--- src/rtl/stopwatch_ctrl.sv ---
// ============================================================================
// Module   : stopwatch_ctrl
// Purpose  : Button conditioning, mode FSM and timebase prescaler for the stopwatch
// Revision : 1.0
// ============================================================================
`default_nettype none

module stopwatch_ctrl #(
  parameter int CLK_HZ  = 100_000_000,
  parameter int TICK_HZ = 100,
  parameter int DB_CYC  = 1_000_000
) (
  input  logic       clk,
  input  logic       reset,
  input  logic       btn_run,
  input  logic       btn_clr,
  input  logic       btn_lap,
  output logic       o_run,
  output logic       o_tick,
  output logic       o_clr,
  output logic       o_hold,
  output logic [1:0] o_state,
  output logic       led
);

  localparam int c_DIV = CLK_HZ / TICK_HZ;
  localparam int c_PW  = (c_DIV > 1) ? $clog2(c_DIV) : 1;
  localparam int c_DW  = (DB_CYC > 1) ? $clog2(DB_CYC) : 1;

  localparam logic [c_PW-1:0] c_PRE_MAX = c_PW'(c_DIV - 1);
  localparam logic [c_DW-1:0] c_DB_MAX  = c_DW'(DB_CYC - 1);

  localparam logic [1:0] c_IDLE  = 2'b00;
  localparam logic [1:0] c_RUN   = 2'b01;
  localparam logic [1:0] c_PAUSE = 2'b10;
  localparam logic [1:0] c_LAP   = 2'b11;

  logic [2:0] w_btn;
  logic [2:0] w_press;

  assign w_btn = {btn_lap, btn_clr, btn_run};

  // Per button: 2-flop synchronizer, counting debounce, rising-edge detect
  for (genvar gi = 0; gi < 3; gi++) begin : g_btn
    logic            r_s1;
    logic            r_s2;
    logic            r_db;
    logic            r_db_q;
    logic [c_DW-1:0] r_cnt;

    always_ff @(posedge clk or posedge reset) begin
      if (reset) begin
        r_s1   <= 1'b0;
        r_s2   <= 1'b0;
        r_db   <= 1'b0;
        r_db_q <= 1'b0;
        r_cnt  <= '0;
      end else begin
        r_s1   <= w_btn[gi];
        r_s2   <= r_s1;
        r_db_q <= r_db;
        if (r_s2 == r_db) begin
          r_cnt <= '0;
        end else if (r_cnt == c_DB_MAX) begin
          r_db  <= r_s2;
          r_cnt <= '0;
        end else begin
          r_cnt <= r_cnt + c_DW'(1);
        end
      end
    end

    assign w_press[gi] = r_db & ~r_db_q;
  end

  // Priority run > clr > lap; losing pulses are dropped
  logic w_go_run;
  logic w_go_clr;
  logic w_go_lap;

  assign w_go_run = w_press[0];
  assign w_go_clr = w_press[1] & ~w_press[0];
  assign w_go_lap = w_press[2] & ~w_press[1] & ~w_press[0];

  logic [1:0]      r_state;
  logic [1:0]      w_next;
  logic            r_run;
  logic            r_tick;
  logic            r_clr;
  logic            r_hold;
  logic [c_PW-1:0] r_pre;

  always_ff @(posedge clk or posedge reset) begin
    if (reset) begin
      r_state <= c_IDLE;
    end else begin
      r_state <= w_next;
    end
  end

  always_comb begin
    w_next = r_state;
    case (r_state)
      c_IDLE: begin
        if (w_go_run) w_next = c_RUN;
      end
      c_RUN: begin
        if (w_go_run)      w_next = c_PAUSE;
        else if (w_go_lap) w_next = c_LAP;
      end
      c_LAP: begin
        if (w_go_run)      w_next = c_PAUSE;
        else if (w_go_lap) w_next = c_RUN;
      end
      c_PAUSE: begin
        if (w_go_run)      w_next = c_RUN;
        else if (w_go_clr) w_next = c_IDLE;
      end
      default: w_next = c_IDLE;
    endcase
  end

  logic            w_run_d;
  logic            w_hold_d;
  logic            w_clr_d;
  logic            w_tick_d;
  logic [c_PW-1:0] w_pre_d;

  // Outputs decode the next state so they move on the same edge as r_state
  always_comb begin
    w_run_d  = (w_next == c_RUN) || (w_next == c_LAP);
    w_hold_d = (w_next == c_LAP);
    w_clr_d  = w_go_clr && ((r_state == c_IDLE) || (r_state == c_PAUSE));
    w_tick_d = 1'b0;
    w_pre_d  = r_pre;
    if (w_clr_d) begin
      w_pre_d = '0;
    end else if (w_run_d) begin
      if (r_pre == c_PRE_MAX) begin
        w_pre_d  = '0;
        w_tick_d = 1'b1;
      end else begin
        w_pre_d = r_pre + c_PW'(1);
      end
    end
  end

  always_ff @(posedge clk or posedge reset) begin
    if (reset) begin
      r_run  <= 1'b0;
      r_tick <= 1'b0;
      r_clr  <= 1'b0;
      r_hold <= 1'b0;
      r_pre  <= '0;
    end else begin
      r_run  <= w_run_d;
      r_tick <= w_tick_d;
      r_clr  <= w_clr_d;
      r_hold <= w_hold_d;
      r_pre  <= w_pre_d;
    end
  end

  assign o_run   = r_run;
  assign o_tick  = r_tick;
  assign o_clr   = r_clr;
  assign o_hold  = r_hold;
  assign o_state = r_state;
  assign led     = r_run;

endmodule

`default_nettype wire

--- config.mk ---
export PLATFORM = sky130hd
export DESIGN_NAME = stopwatch_ctrl
export DESIGN_NICKNAME = d
export VERILOG_FILES = /design/src/rtl/stopwatch_ctrl.sv
export SDC_FILE = /design/constraint.sdc
export NUM_CORES = 1
export LEC_CHECK = 0
export CAP_MARGIN = 20
export CORE_AREA = 2 2 110 112
export DETAILED_ROUTE_END_ITERATION = 6
export DIE_AREA = 0 0 112 114
export PLACE_DENSITY_LB_ADDON = 0.1
export SYNTH_ARGS = -nofsm -noshare
export SYNTH_HDL_FRONTEND = slang
export SYNTH_SLANG_ARGS = --single-unit
--- constraint.sdc ---
create_clock -name clk -period 2.83 [get_ports clk]
set_input_delay 0.283 -clock clk [delete_from_list [all_inputs] [get_ports clk]]
set_output_delay 0.283 -clock clk [all_outputs]
set_load 0.03 [all_outputs]
==> run_results.csv, run 1 <==
group,metric,value,unit
die,rows,40,
place,place_ws,489,ps
place,place.gp.congestion,0.756,
global_route,grt_overflow,0,
detailed_routing,wl_per_cell,13.3,um
worst_hold_path,hold_class,"flop to flop",
synthesis,async_flop_share,1.00,
synthesis,syn_inst,449,
global_route,grt_pass1_wl,14.7,mm
detailed_routing,drc_errors,0,
detailed_routing,drt-total-wl,8.15,mm
detailed_routing,first_pass_iters,4,
detailed_routing,vias_per_cell,5.05,
synthesis,avgSynthCellArea,10.2,um2
global_route,grt_max_degree,99,
synthesis,post_synth_num_cell_types,38,
die,io_pins,12,
setup_path,cp_slowest_cell,"or4_1",
finish,most-common-layout-cells,"98 x dfrtp_1, 84 x nor2_1, 36 x xor2_1, 34 x xnor2_1, 28 x nand2_1",
die,dieArea,0.0128,mm2
synthesis,yosysSeqAreaShare,0.537,
power,power_density,558,mW/mm2
synthesis,synth_enable_flop_cells,0,
global_route,first_global_vias,3111,
clock_tree,cts_buffer_depth,2,
power,leakagePower,0.00219,uW
setup_path,crit_family,"simple AND/OR/NAND/NOR gates",
worst_hold_path,hold_end,"g_btn[1].r_s2$_DFF_PP0_",
finish,syn2layout_area_growth,13.5,%
setup_path,worstReg2RegEnd,"r_pre[19]$_DFFE_PP0P_",
setup_path,arrival,2660,ps
timing,worst_pin_slew,715,ps
setup_path,crit_chain,"and3b_1, nand2b_4, or4_1, or4_1, a21oi_1",
synthesis,synthFlopType,"dfrtp_1",
timing,finalCriticalPeriod,2390,ps
finish,instances_no_fill,614,
setup_path,crit_cells,5,
clock_tree,postCtsSetupBuffers,0,
synthesis,syn-num-nets,458,
run,drv_cap,0,
global_route,track_usage,0.142,
power,irDropWorstVdd,237,uV
timing,drv_slew,0,
global_route,antenna_found_initial,0,
synthesis,synthesis.area,0.00457,mm2
timing,slew_headroom,0.519,
run_status,outcome,"finished clean",
die,design.core.area,0.0117,mm2
clock_tree,h-tree-depth,3,
worst_hold_path,holdCritStartpoint,"g_btn[1].r_s1$_DFF_PP0_",
finish,regArea,0.00245,mm2
clock_tree,cts_tree,"built",
finish,multiInputGateArea,0.00202,mm2
synthesis,ys_ff_latch,98,
setup_path,reg2reg_depth,5,
die,die_x,112,um
finish,post-route-util,0.443,
timing,hold_viol,0,
finish,drive_above_1_share,0.0792,
detailed_routing,vias,3100,
finish,num-nets-final,471,
place,io_buffers,11,
clock_tree,cts.clk_slew.worst_paths,60,ps
synthesis,synth_area_leaders,"dfrtp_1 54%, nor2_1 6.9%, xor2_1 6.9%, xnor2_1 6.5%, nand3_1 2.8%",
timing,setup-tns-final,0,ps
setup_path,reg2reg_slack,440,ps
clock_tree,cts_buffers,9,
setup_path,end_kind,"flop",
timing,grt_setup_unrepaired,"no",
clock_tree,clock-sinks,98,
finish,fillers,1129,
timing,fin_skew,6.75,ps
finish,final_common_cell,"dfrtp_1",
detailed_routing,drtIter0Drc,193,
timing,worst_slack,439,ps
setup_path,critPathRequiredTime,3100,ps
die,die_y,114,um
setup_path,crit_buf_inv,0,
synthesis,yosysTopAreaCell,"dfrtp_1",
setup_path,start_kind,"flop",
clock_tree,ctsHoldBuffers,0,
timing,setup_violations,0,
place,dp_hpwl,5.31,mm
clock_tree,cts-root-buf,"clkbuf_16",
timing,fin_crit_sh,0.845,
detailed_routing,ant_nets,0,
finish,diodes,0,
setup_path,r2r-start,"o_state[0]$_DFF_PP0_",
worst_hold_path,holdPathStages,0,
clock_tree,clock_latency,350,ps
setup_path,worst-setup-path-type,"flop to flop",
clock_tree,cts_resized,0,
place,dp_cells,598,
synthesis,synth_top_area_frac,0.537,
setup_path,max_stage_delay,670,ps
die,start_util,0.390,
synthesis,yosysWarnings,0,
setup_path,cpMostUsedCell,"or4_1",
timing,max_freq,418,MHz
setup_path,cp_max_fo,10,
## per-stage QoR
step                area (um2)  total power, uW  hold slack [ps]
finish                    5190             2890              349
global route              5190             3020              359
CTS                       5190             2950              350
detailed placement        4840             1530              335
global placement          4840             1530              340
floorplan                 4570             1510              314
## worst max-delay path by stage
stage	slack (ps)	startpoint	to
finish	440	o_state[0]$_DFF_PP0_	r_pre[19]$_DFFE_PP0P_
global route	290	r_pre[0]$_DFFE_PP0P_	r_pre[2]$_DFFE_PP0P_
CTS	450	o_state[0]$_DFF_PP0_	r_pre[19]$_DFFE_PP0P_
detailed placement	490	o_state[0]$_DFF_PP0_	r_pre[19]$_DFFE_PP0P_
global placement	520	o_state[0]$_DFF_PP0_	r_pre[19]$_DFFE_PP0P_
floorplan	490	o_state[0]$_DFF_PP0_	r_pre[19]$_DFFE_PP0P_
## sequential cells by signal (all words and copies together), names as in the netlist
name	count
o_clr	1
r_pre	20
o_tick	1
o_state	2
g_btn.r_cnt	60
led	1
g_btn.r_db	3
g_btn.r_s2	3
o_hold	1
g_btn.r_db_q	3
g_btn.r_s1	3
## synthesized netlist by cell type (2+ instances only)
library cell	count
o31ai_1	2
nand2_1	28
or2_2	4
buf_2	2
nor4bb_1	3
xor2_1	36
a21oi_1	7
clkbuf_1	8
nor2_1	84
mux2_2	3
and3_1	9
or4_1	5
and4_1	10
nand3_1	26
or3_2	4
xnor2_1	34
o21ai_0	7
nor3b_1	3
ha_1	4
nand4_1	19
and2b_2	2
nand2b_1	2
nor3_1	13
dfrtp_1	98
nor4b_1	3
nor4_1	11
inv_1	11
## logic make-up (layout without fill, tap and decap cells)
family / count (synthesis) / count (layout) / synth area share
and+or+nand+nor: 232 / 232 / 0.263
xor gates and xnor gates: 70 / 70 / 0.134
buffers and inverters: 23 / 41 / 0.0219
DFF: 98 / 98 / 0.537
muxes: 3 / 3 / 0.00739
adders and majority gates: 4 / 4 / 0.0110
AOI/OAI and AO/OA: 19 / 19 / 0.0263
## report_power, final
group          switching (uW)  internal (uW)  leakage (uW)
Sequential               13.7           1410       0.00135
Clock                     530            862      0.000158
Combinational            52.0           21.5      0.000688
## routing by layer
metal | global-route usage | wire length [um] | vias to the layer above
li1 | - | - | 1569
met1 | 0.195 | 4180 | 1492
met2 | 0.217 | 3630 | 27
met3 | 0.0266 | 160 | 12
met4 | 0.0715 | 179 | 0
met5 | 0 | 0 | -
## area by class of cell
type	instances	area share
clock buffers	9	0.0434
clock inverters	7	0.0227
inverters	11	0.00868
multi-input cells	328	0.389
flip-flops and latches	98	0.473
well taps	147	0.0355
repair buffers	14	0.0280
## worst register-to-register path, delay by kind of cell (launching register included)
family	cells	cell delay (ps)
and+or+nand+nor	4	1710
DFF	1	450
AOI/OAI and AO/OA	1	150
(Power assumes the default switching activity.)
==> run 2: changes to the inputs <==
==> constraint.sdc (replaced) <==
create_clock -name clk -period 2.4 [get_ports clk]
set_input_delay 0.24 -clock clk [delete_from_list [all_inputs] [get_ports clk]]
set_output_delay 0.24 -clock clk [all_outputs]
set_load 0.03 [all_outputs]
==> run_results.csv, run 2 (synthesized netlist as in run 1, its figures left out) <==
group,metric,value,unit
detailed_routing,vias,3133,
global_route,grt_overflow,0,
run_status,outcome,"finished clean",
timing,slew_headroom,0.557,
global_route,grt_pass1_wl,14.8,mm
die,die_y,114,um
detailed_routing,drc_errors,0,
setup_path,critPathRequiredTime,2670,ps
clock_tree,clock_latency,350,ps
global_route,grt_max_degree,99,
setup_path,end_kind,"flop",
timing,worst_slack,139,ps
power,total_power,3210,uW
detailed_routing,ant_nets,0,
global_route,track_usage,0.144,
timing,drv_slew,0,
finish,post-route-util,0.443,
timing,finalCriticalPeriod,2260,ps
clock_tree,cts_buffers,9,
global_route,first_global_vias,3134,
finish,largest_register,"g_btn.r_cnt",
finish,diodes,0,
die,io_pins,12,
clock_tree,postCtsSetupBuffers,0,
power,irDropWorstVdd,300,uV
detailed_routing,first_pass_iters,4,
die,die_x,112,um
finish,final_common_cell,"dfrtp_1",
timing,worst_pin_slew,658,ps
detailed_routing,wl_per_cell,13.3,um
timing,fin_crit_sh,0.942,
run,drv_cap,0,
setup_path,worst-setup-path-type,"flop to flop",
timing,hold_viol,0,
clock_tree,ctsHoldBuffers,0,
clock_tree,cts_tree,"built",
finish,most-common-layout-cells,"98 x dfrtp_1, 84 x nor2_1, 36 x xor2_1, 34 x xnor2_1, 28 x nand2_1",
finish,top_regs,"g_btn.r_cnt (60), r_pre (20)",
power,leakagePower,0.00221,uW
setup_path,start_kind,"flop",
die,start_util,0.390,
clock_tree,cts_resized,0,
place,dp_hpwl,5.52,mm
timing,setup_violations,0,
timing,max_freq,442,MHz
clock_tree,cts_buffer_depth,2,
place,place_ws,166,ps
die,dieArea,0.0128,mm2
timing,fin_skew,6.37,ps
place,io_buffers,11,
finish,drive_above_1_share,0.0909,
worst_hold_path,hold_class,"primary input to flop",
timing,setup-tns-final,0,ps
detailed_routing,drt-total-wl,8.22,mm
detailed_routing,vias_per_cell,5.05,
die,rows,40,
clock_tree,cts.clk_slew.worst_paths,70,ps
finish,num-nets-final,478,
setup_path,cp_max_fo,9,
global_route,antenna_found_initial,0,
timing,grt_setup_unrepaired,"no",
detailed_routing,drtIter0Drc,153,
place,place.gp.congestion,0.804,
die,design.core.area,0.0117,mm2
finish,syn2layout_area_growth,13.6,%
power,power_density,619,mW/mm2
finish,largest_register_ffs,60,
clock_tree,h-tree-depth,3,
setup_path,arrival,2530,ps
clock_tree,clock-sinks,98,
clock_tree,cts-root-buf,"clkbuf_16",
-- run 2: final cells by class --
type / instances / area, um2
Sequential cell: 98 / 2450
Timing Repair Buffer: 21 / 198
Multi-Input combinational cell: 328 / 2020
Fill cell: 1126 / 6520
Clock buffer: 10 / 239
Clock inverter: 5 / 55.1
Inverter: 11 / 45.0
Tap cell: 147 / 184
-- run 2: per-layer routing --
layer,share of wire,wire length (um),global-route usage
met5,0,0,0
met1,0.51,4190,0.195
met2,0.44,3590,0.218
met4,0.028,227,0.0846
met3,0.026,210,0.0282
-- run 2: critical path, cell delays in order, from the launching register on --
cell,delay [ps]
dfrtp_1,470
nand4_1,130
or2_2,300
or4_1,630
or4_1,510
a21oi_1,150
-- run 2: worst paths after layout --
| check | startpoint | end | slack (ps) | depth (start not counted) |
|---|---|---|---|---|
| hold / removal | btn_clr | g_btn[1].r_s1$_DFF_PP0_ | 330 | 1 |
| max in group asynchronous | reset | g_btn[0].r_cnt[16]$_DFF_PP0_ | 1630 | 3 |
| setup / recovery | r_pre[6]$_DFFE_PP0P_ | r_pre[19]$_DFFE_PP0P_ | 140 | 5 |
| hold reg to reg | g_btn[0].r_s1$_DFF_PP0_ | g_btn[0].r_s2$_DFF_PP0_ | 350 | 0 |
| setup reg to reg | r_pre[6]$_DFFE_PP0P_ | r_pre[19]$_DFFE_PP0P_ | 140 | 5 |
| min in group asynchronous | reset | g_btn[2].r_cnt[0]$_DFF_PP0_ | 380 | 3 |
-- run 2: stage by stage --
step                      area, um2  std cells  hold WS (ps)
after floorplan                4570        449           271
after global placement         4900        605           356
after detailed placement       4900        605           342
after CTS                      5190        620           314
after global routing           5190        620           330
final                          5190        620           329
-- run 2: power by group --
group	internal (uW)	leakage, uW	switching, uW	total (uW)
combinational	26.5	0.000725	61.0	87.6
clock	826	0.000140	613	1440
sequential	1670	0.00135	16.7	1690
total	2520	0.00221	691	3210
==> run 3: changes to the inputs <==
--- a/config.mk
+++ b/config.mk
@@ -7,6 +7,7 @@
 export LEC_CHECK = 0
 export CAP_MARGIN = 20
 export CORE_AREA = 2 2 110 112
+export CTS_CLUSTER_DIAMETER = 100
 export DETAILED_ROUTE_END_ITERATION = 6
 export DIE_AREA = 0 0 112 114
 export PLACE_DENSITY_LB_ADDON = 0.1
==> results of run 3 <==
The final DEF is identical to that of run 2; final timing and power are the same.
==> patch (flow settings as in run 3) <==
Reset style: synchronous (`reset`), changed in 3 clocked blocks.
--- a/src/rtl/stopwatch_ctrl.sv
+++ b/src/rtl/stopwatch_ctrl.sv
@@ -50,3 +50,3 @@
 
-    always_ff @(posedge clk or posedge reset) begin
+    always_ff @(posedge clk) begin
       if (reset) begin
@@ -92,3 +92,3 @@
 
-  always_ff @(posedge clk or posedge reset) begin
+  always_ff @(posedge clk) begin
     if (reset) begin
@@ -147,3 +147,3 @@
 
-  always_ff @(posedge clk or posedge reset) begin
+  always_ff @(posedge clk) begin
     if (reset) begin
Behaviour: no difference found for any inputs over 10 cycles, from zero or initial values and one cycle with reset high; that may be too few to reach the edited logic, so the function may still have changed.
==> patch against run 3 <==
Sequential share of layout area down 5.8 points; die area unchanged; area after synthesis down 8.7%; wire length is 9.9% lower; sequential cell count is the same; critical path depth rose by 2; final area is 8.8% lower; non-clock buffer count is 5 lower; worst setup slack better by 440 ps; via count decreased by 6.7%; utilization is 3.9 points lower.
Power is not compared: it rests on default switching activity, and its combinational part moved more than twofold at a synthesized area within 25%.
==> patch: results (changes against run 3) <==
outcome finished, final reports clean; CP Capture Point g_btn[2].r_cnt[13]; IO Port Bufs 11 (unchanged); ANT cells 0 (unchanged); synth top area cells dfxtp_1 (47%), xor2_1 (12%), nor2_1 (8.4%); pre-CTS WS 583.1 ps (+416.7 ps); Post-Syn Nets 456 (-0.44%); crit share post-route 75.82% (-18 points); DRT Pass-1 Iters 4 (unchanged); metal3 WL 176 um (-16%); WP data arrival 2050 ps (-480 ps); first-pass GRT wire length 13070 um (-12%); CP peak stage delay 370 ps (-260 ps); NumNets Final 469 (-1.9%); Peak VDD IR 0.0004770 V; DR iter-0 viols 124 (-19%); fill count 1202 (+6.7%); CTS max path bufs 2 (unchanged); Slew Limit Headroom 68.23% (+13 points); P_leak 1.678 nW; Resized cells post-CTS 0 (unchanged); Worst Hold End g_btn[1].r_s2; crit path max-delay cell type dfxtp_1; Worst Hold Class register to register; dpl hpwl 4939 um (-11%); R2R cell count 7 (+2); critical path launch point g_btn[2].r_cnt[0]; ys async rst share 0% (-100 points); largest net degree at the start of global routing 21 (-79%); gr usage total 12.65% (-1.8 points); Netlist cell types 40 (+5.3%); Final Skew 4.820 ps (-1.552 ps); CP Launch Type register; gpl congestion 0.7373 (-8.3%); Synth Warn # 0 (unchanged); Fin Hold WS 433.3 ps (+104.2 ps); vias in the first global route 2841 (-9.3%); Via density 4.778 (-5.5%); initial antenna violation count 0 (unchanged); met2 wire len 3460 um (-3.6%); hold path startpoint g_btn[1].r_s1; Routed WL 7407 um (-9.9%); M1 wire length 3647 um (-13%); Crit path max-delay family simple AND/OR/NAND/NOR gates; critical path fanouts, max 11 (+2); # Post-CTS Setup Buffers 0 (unchanged); share of layout cells above drive strength 1 6.237% (-2.9 points); synth cell count leaders dfxtp_1 (98), nor2_1 (93), xor2_1 (56); post-synthesis sequential area ratio 47.03% (-6.6 points); H-Tree Depth 3 (unchanged)
patch: cell count changes after synthesis, sizes merged, moves of 6 or more:
cell	run 3	this run
dfrtp	98	0
dfxtp	0	98
xor2	36	57
xnor2	34	20
nor2b	0	11
and3	9	18
inv	11	2
nor2	84	93
buf	4	12
a21oi	7	1
clkbuf	8	2
nor4	11	5
or4	6	0
patch: per-stage QoR:
step	instances	util, %	instance area [um^2]
detailed placement	596	37.67	4412
floorplan	447	-	4172
CTS	612	40.42	4733
global placement	596	37.67	4412
global route	612	40.42	4733
finish	612	40.42	4733
patch: area by class of cell:
cell class / count / area, um^2 / area share, %
multi-input cells: 333 / 2111 / 44.59
flip-flops and latches: 98 / 1962 / 41.45
clock buffers: 12 / 246.5 / 5.207
well taps: 147 / 183.9 / 3.886
repair buffers: 16 / 147.6 / 3.119
clock inverters: 4 / 75.07 / 1.586
inverters: 2 / 7.507 / 0.1586
patch: logic make-up after synthesis:
family          Yosys count  share of synthesized area [%]
simple gates            244                          31.01
flops                    98                          47.03
xor+xnor                 77                          16.62
buf+inv                  16                          2.370
compound gates            4                         0.8098
mux                       4                         0.9598
fa+ha+maj                 4                          1.200
patch: power by group:
part	total, mW	switching [mW]	leakage [nW]	internal (mW)
Sequential	1.63	0.00312	0.790	1.63
Clock	1.55	0.605	0.149	0.943
Combinational	0.0379	0.0233	0.738	0.0146
patch: worst register-to-register path: cells and delay by family, from the launching register on:
kind | cells | cell delay, ps
AND/OR/NAND/NOR | 5 | 910
flip-flops | 1 | 370
buffers and inverters | 1 | 240
adder cells (fa/ha/maj) | 1 | 190
patch: metal layers:
metal,GRT usage (%),up-vias
met5,0,-
met1,15.63,1370
li1,-,1528
met3,3.826,7
met2,20.77,19
met4,5.122,0
